<file path="src/rtl/seg7_scan_mux.sv">
// seg7_scan_mux
//   Time-multiplexed driver for an eight-digit, common-anode seven-segment
//   display. Eight BCD digits are captured into a pending register. They move
//   into the display register only at a frame boundary, so a frame never
//   shows a mix of old and new digits.
//
// Parameters
//   CLK_FREQ    input clock frequency in Hz
//   REFRESH_HZ  per-digit scan step rate in Hz
//               (TICK_DIV = CLK_FREQ/REFRESH_HZ must be >= 2)
//
// Ports
//   clk          system clock, rising edge
//   reset_n      synchronous, active-low reset
//   digits_in    eight BCD nibbles, [3:0] = digit 0 (rightmost)
//   dp_in        decimal point per digit, 1 = lit
//   load         single-cycle strobe capturing digits_in/dp_in
//   pending      captured data is waiting for the next frame boundary
//   frame_start  one-cycle pulse on the tick where the scan wraps 7 -> 0
//   seg          active-low segments, seg[0] = a ... seg[6] = g
//   dp           active-low decimal point
//   an           active-low anodes, an[i] enables digit i
//
// Build option
//   SEG7_LZB_EN  when defined, enables leading-zero blanking. Zero digits
//                above the highest nonzero digit are blanked. Digit 0 is
//                never blanked.
//
// Handshake: load is a plain strobe with no ready. A load in any cycle is
// always accepted, and the last load before a frame boundary wins.
module seg7_scan_mux #(
  parameter int CLK_FREQ   = 100_000_000,
  parameter int REFRESH_HZ = 1000
) (
  input  logic        clk,
  input  logic        reset_n,
  input  logic [31:0] digits_in,
  input  logic [7:0]  dp_in,
  input  logic        load,
  output logic        pending,
  output logic        frame_start,
  output logic [6:0]  seg,
  output logic        dp,
  output logic [7:0]  an
);

  localparam int TICK_DIV = CLK_FREQ / REFRESH_HZ;
  localparam int CW       = $clog2(TICK_DIV);
  localparam logic [CW-1:0] TICK_LAST = CW'(TICK_DIV - 1);

  logic [CW-1:0] cnt;
  logic [2:0]    idx;
  logic          tick;
  logic [31:0]   pend_digits;
  logic [7:0]    pend_dp;
  logic [31:0]   disp_digits;
  logic [7:0]    disp_dp;
  logic [3:0]    cur_nib;
  logic          lz_blank;

  function automatic logic [6:0] decode(input logic [3:0] nib);
    case (nib)
      4'd0:    decode = 7'b1000000;
      4'd1:    decode = 7'b1111001;
      4'd2:    decode = 7'b0100100;
      4'd3:    decode = 7'b0110000;
      4'd4:    decode = 7'b0011001;
      4'd5:    decode = 7'b0010010;
      4'd6:    decode = 7'b0000010;
      4'd7:    decode = 7'b1111000;
      4'd8:    decode = 7'b0000000;
      4'd9:    decode = 7'b0010000;
      default: decode = 7'b1111111;  // non-BCD values are shown blank
    endcase
  endfunction

  assign tick        = (cnt == TICK_LAST);
  assign frame_start = tick && (idx == 3'd7);
  assign cur_nib     = disp_digits[{idx, 2'b00} +: 4];

`ifdef SEG7_LZB_EN
  // blank_mask[i] is set when digit i and every digit above it are zero.
  logic [7:0] blank_mask;
  always_comb begin
    logic zero_above;
    blank_mask = '0;
    zero_above = 1'b1;
    for (int i = 7; i >= 1; i--) begin
      if (disp_digits[4*i +: 4] != 4'd0) zero_above = 1'b0;
      blank_mask[i] = zero_above;
    end
  end
  assign lz_blank = blank_mask[idx];
`else
  assign lz_blank = 1'b0;
`endif

  // Scan timing: tick divider and digit index.
  always_ff @(posedge clk) begin
    if (!reset_n) begin
      cnt <= '0;
      idx <= 3'd0;
    end else if (tick) begin
      cnt <= '0;
      idx <= idx + 3'd1;
    end else begin
      cnt <= cnt + CW'(1);
    end
  end

  // Data path. A load on the frame boundary goes straight to the display
  // register, so older pending data never reaches the display.
  always_ff @(posedge clk) begin
    if (!reset_n) begin
      pend_digits <= '0;
      pend_dp     <= '0;
      disp_digits <= '0;
      disp_dp     <= '0;
      pending     <= 1'b0;
    end else if (load && frame_start) begin
      disp_digits <= digits_in;
      disp_dp     <= dp_in;
      pending     <= 1'b0;
    end else if (load) begin
      pend_digits <= digits_in;
      pend_dp     <= dp_in;
      pending     <= 1'b1;
    end else if (frame_start && pending) begin
      disp_digits <= pend_digits;
      disp_dp     <= pend_dp;
      pending     <= 1'b0;
    end
  end

  // Registered display drive. These outputs lag idx by one clock.
  always_ff @(posedge clk) begin
    if (!reset_n) begin
      an  <= 8'hFF;
      seg <= 7'h7F;
      dp  <= 1'b1;
    end else begin
      an  <= ~(8'd1 << idx);
      seg <= lz_blank ? 7'h7F : decode(cur_nib);
      dp  <= ~disp_dp[idx];
    end
  end

endmodule

</file>
<file path="config.mk">
export PLATFORM = sky130hd
export DESIGN_NAME = seg7_scan_mux
export DESIGN_NICKNAME = d
export VERILOG_FILES = /design/src/rtl/seg7_scan_mux.sv
export SDC_FILE = /design/constraint.sdc
export NUM_CORES = 1
export LEC_CHECK = 0
export CORE_MARGIN = 1.5
export CORE_UTILIZATION = 52
export DETAILED_ROUTE_END_ITERATION = 12
export PLACE_DENSITY = 0.82
export SETUP_SLACK_MARGIN = 0.02
export SYNTH_ARGS = -nofsm -noshare
export SYNTH_HDL_FRONTEND = slang
export SYNTH_SLANG_ARGS = --single-unit
export TNS_END_PERCENT = 1
</file>
<file path="constraint.sdc">
create_clock -name clk -period 2.05 [get_ports clk]
set_clock_uncertainty 0.1 [all_clocks]
set_input_delay 0.41 -clock clk [delete_from_list [all_inputs] [get_ports clk]]
set_output_delay 0.41 -clock clk [all_outputs]
set_load 0.1 [all_outputs]
</file>
# --- Word level (Yosys, flattened, before mapping) ---
# Memories as Yosys holds them, arrays and structs flattened. A register that Yosys moved wholly into a read port is not among the register bits.
# Cells that the tools add are included.
op_classes:
  n_addsub: 2
  order_cmp: 1
  n_eq_ne: 3
  shifts: 2
  mux: 10
  n_bitwise: 4
  reduce_logical: 10
ops:
  columns: ["op", "n"]
  rows:
  - ["$mux 32", 3]
  - ["$shiftx 32x6->4", 1]
  - ["$mux 8", 3]
  - ["$add 17x1->17 const B", 1]
  - ["$eq 17x17->1 const B", 1]
  - ["$not 8->8", 1]
  - ["$shl 1x3->8 const A", 1]
  - ["$lt 3x4->1 const B", 1]
  - ["$reduce_and 2->1", 2]
  - ["$reduce_bool 2->1", 2]
  - ["$reduce_or 2->1", 2]
  - ["$add 3x1->3 const B", 1]
  - ["$bmux 1 s3", 1]
  - ["$eq 3x3->1 const B", 1]
  - ["$logic_and 1x1->1", 3]
  - ["$mux 1", 3]
  - ["$not 1->1", 3]
  - ["$ne 2x1->1 const B", 1]
  - ["$logic_not 1->1", 1]
totals:
  register_bits: 110
  rom_bits: 112
  input_bits: 43
  out_inout_bits: 18
  mem_count: 1
mem_list:
  columns: ["name", "depth", "word_bits", "rd", "rd_ports_with_merged_regs", "wr", "line", "source"]
  rows:
  - ["(name not given)", 16, 7, 1, 1, 0, "62", "case (nib)"]

# --- Longest topological paths before layout ---
depth:
  ltp_word: 6
  ltp_mapped: 8
  mapped_depth_nobuf: 7

# --- Worst setup path after synthesis ---
# Ideal clock, no wire load.
synth_timing:
  kind: "register to output"
  start: "register idx[0]"
  end: "output frame_start"
  t_arrival_ps: 1994
  required_time_ps: 1540
  path_slack_ps: -454
  stages_incl_launch_ff: 6
  path_buffers: 2
  cell_sequence: "dfxtp_1 ha_1 ha_1 clkbuf_1 clkbuf_1 and4_1"
synth_between:
  elab_chain_cells: 2
synth_lines:
  columns: ["item", "line", "source"]
  rows:
  - ["start, declared", "52", "logic [2:0] idx;"]
  - ["start signal, assigned", "105", "idx <= idx + 3'd1;"]
  - ["$eq 3x3->1", "78", "assign frame_start = tick && (idx == 3'd7);"]
  - ["$logic_and 1x1->1", "78", null]
  - ["end, declared", "41", "output logic frame_start,"]
# No other way between the ends.

# --- Worst setup path in the final report ---
layout_timing:
  start: "register cnt[1]"
  end: "output frame_start"
layout_between:
  elab_chain_cells: 2
layout_lines:
  columns: ["item", "line", "source"]
  rows:
  - ["start, declared", "51", "logic [CW-1:0] cnt;"]
  - ["start signal, assigned", "107", "cnt <= cnt + CW'(1);"]
  - ["$eq 17x17->1", "77", "assign tick = (cnt == TICK_LAST);"]
  - ["$logic_and 1x1->1", "78", null]
# No other way between the ends.

==> flow_metrics.env <==
export IMPL_cpMostUsedCell="and4_4"
export IMPL_rr_worst_depth=7
export IMPL_vias_per_cell=6.55
export IMPL_p_leak_uw=0.00283
export IMPL_p_clk_frac=0.523
export IMPL_cts_sinks=117
export IMPL_ys_ff_latch=117
export IMPL_start_util=0.535
export IMPL_postSynth_asyncResetShare=0
export IMPL_drt_initial_drc_count=681
export IMPL_firstDrtPassIters=5
export IMPL_ant_nets=0
export IMPL_cts_root_buf="clkbuf_16"
export IMPL_nNetsFinal=790
export IMPL_finalCritPeriodShare=1.05
export IMPL_clkLatencyLatePin_ps=420
export IMPL_whs_path_depth=2
export IMPL_arrival_ps=1650
export IMPL_power_density_mw_per_mm2=815
export IMPL_synth_ff_type="dfxtp_1"
export IMPL_irDropWorstVdd_mv=0.504
export IMPL_fmax_mhz=463
export IMPL_synth_edf_count=0
export IMPL_core_sq_mm=0.0115
export IMPL_worst_hold_slack_ps=238
export IMPL_path_cells="ha_4 > and4_4 > and2_1 > and4_4 > buf_12"
export IMPL_wl_per_cell_um=19.5
export IMPL_grt_max_degree=51
export IMPL_cts_tree="yes"
export IMPL_syn_nets=740
export IMPL_num_rows=39
export IMPL_htreeDepth=4
export IMPL_synth_cell_area_sq_mm=0.00613
export IMPL_clockBufferDepth=2
export IMPL_dp_hpwl_um=10700
export IMPL_grt_pass1_vias=5672
export IMPL_switching_share=0.229
export IMPL_finalSetupViolCount=1
export IMPL_critPathMaxFanout=2
export IMPL_cp_slowest_cell="dfxtp_2"
export IMPL_p_switching_uw=1440
export IMPL_drv_slew=0
export IMPL_combPwrFrac=0.091
export IMPL_cts_buffers_inserted=17
export IMPL_port_buffers=60
export IMPL_dr_total_vias=5837
export IMPL_die_area_sq_mm=0.0125
export IMPL_ys_top_cells_by_count="117 x dfxtp_1, 68 x nand3_1, 56 x clkbuf_1, 56 x nand2_1, 43 x and3_1"
export IMPL_setup_ws_ps=-108
export IMPL_place_congestion=0.919
export IMPL_avgSynthCellArea_sq_um=8.95
export IMPL_fin_crit_ps=2160
export IMPL_overflow=0
export IMPL_critPathCaptureType="output port"
export IMPL_drive_above_1_share=0.199
export IMPL_synth_top_cell_by_area="dfxtp_1"
export IMPL_grt_pass1_wl_um=28000
export IMPL_place_ws_ps=-104
export IMPL_seq_area_frac_synth=0.382
export IMPL_post_route_drc_count=0
export IMPL_outcome="finished, violations left"
export IMPL_worst_pin_slew_ps=467
export IMPL_synth_cell_type_count=49
export IMPL_relSlewSlack=0.689
export IMPL_synth_most_common_cell="dfxtp_1"
export IMPL_path_clk_slew_ps=50
export IMPL_required_ps=1540
export IMPL_max_cap_viol_count=0
export IMPL_seqPwrFrac=0.386
export IMPL_syn_inst=685
export IMPL_antenna_cells=0
export IMPL_rsz0062_at_grt="yes"
export IMPL_routed_wl_um=17400
export IMPL_failed_checks="setup timing"
export IMPL_yosysTopAreaCellShare=0.382
export IMPL_grt_usage=0.278
export IMPL_hold_path_class="primary input to register"
export IMPL_ioPinCount=61
export IMPL_die_x_um=112
export IMPL_syn2layout_area_growth_pct=25.7
export IMPL_worstSetupStartpointType="register"
export IMPL_antenna_found_initial=0
export IMPL_cpPeakStageDelay_ps=350
export IMPL_cellInternalPower_uw=4840
export IMPL_criticalPathCategory="register to output port"
export IMPL_synth_area_leaders="dfxtp_1 38%, nand3_1 5.5%, nor3b_1 4.9%, and3_1 4.4%, a31oi_1 4.1%"
export IMPL_finalHoldViolations=0
export IMPL_die_h_um=112
export IMPL_ys_warn_count=0
## kinds of logic (layout without fill, tap and decap cells)
family                   count (synthesis)  count (layout)  share of synthesized area
AO/OA/AOI/OAI                          186             186                      0.227
XOR/XNOR                                13              13                     0.0186
adder cells (fa/ha/maj)                 12              12                     0.0245
buffers and inverters                   85             148                     0.0618
flip-flops                             117             117                      0.382
multiplexers                            17              17                     0.0539
AND/OR/NAND/NOR                        255             255                      0.232
## power groups by stage
stage | sequential (uW) | clock, uW | combinational [uW]
finish | 2420 | 3290 | 569
global placement | 2460 | 0 | 524
floorplan | 2520 | 0 | 282
global route | 2430 | 3400 | 610
CTS | 2420 | 3290 | 560
detailed placement | 2470 | 0 | 546
## cells in the final DEF, fill, tap and decap left out, types with 6 or more instances in the layout
master,n
inv_1,6
o2bb2ai_2,10
xor2_1,7
o311ai_0,21
a22o_1,21
buf_4,56
nand2_1,56
mux4_2,10
and3_1,43
o211ai_1,19
clkdlybuf4s50_1,40
a22oi_1,19
ha_1,7
dfxtp_1,111
nand3_1,68
buf_12,7
nor3b_1,40
a21oi_1,11
nor2_1,17
o21ai_0,27
a31oi_1,40
o2bb2ai_1,9
clkbuf_16,17
xnor2_1,6
## metrics by stage
step / instances / util / power, uW / TNS, ps / instance area [sq um]
3_5_place_dp: 851 / 0.603 / 3010 / -502 / 6920
4_1_cts: 891 / 0.670 / 6270 / -95.6 / 7680
3_3_place_gp: 851 / 0.603 / 2980 / -118 / 6920
6_report: 891 / 0.672 / 6280 / -108 / 7710
2_1_floorplan: 685 / - / 2800 / -145 / 6150
5_1_grt: 891 / 0.672 / 6440 / -326 / 7710
## final timing paths
path / start / endpoint / slack, ps
setup / recovery: cnt[1]$_SDFF_PP0_ / frame_start / -110
hold / removal: reset_n / an[7]$_SDFF_PN1_ / 240
setup reg to reg: idx[0]$_SDFFE_PN0N_ / seg[3]$_SDFF_PN1_ / 0
hold reg to reg: disp_dp[3]$_SDFFE_PN0P_ / disp_dp[3]$_SDFFE_PN0P_ / 380
## cell type report
cell class | count | area [sq um]
Inverter | 10 | 40.0
Timing Repair Buffer | 106 | 992
Tap cell | 143 | 179
Clock buffer | 23 | 478
Multi-Input combinational cell | 483 | 3500
Fill cell | 833 | 3760
Clock inverter | 9 | 173
Sequential cell | 117 | 2350
## layer usage
layer  part of all wire  vias to the layer above  track usage
met3              0.074                       59       0.0555
met2               0.49                      314        0.471
met5                  0                        -            0
li1                   -                     2695            -
met4              0.030                        0        0.130
met1               0.41                     2769        0.342
## what timing repair did
| item | CTS | global route |
|---|---|---|
| setup buffers | 8 | 0 |
| pin swaps | 5 | 2 |
| resized for setup | 21 | 7 |
| setup endpoints to repair | 87 | 9 |
| hold buffers | 0 | 0 |
## sequential cells by signal, summed over array words and instances (netlist names), 3 cells and up
register and count:
an 8, cnt 17, disp_digits 32, disp_dp 8, idx 3, pend_digits 32, pend_dp 8, seg 7
## worst max-delay path, delay by kind of cell (launching register included)
kind                     cells  cell delay [ps]
buffers and inverters        1              170
adder cells (fa/ha/maj)      1              140
flip-flops                   1              350
AND/OR/NAND/NOR              3              570
No activity file was read; power rests on OpenSTA's default activity.
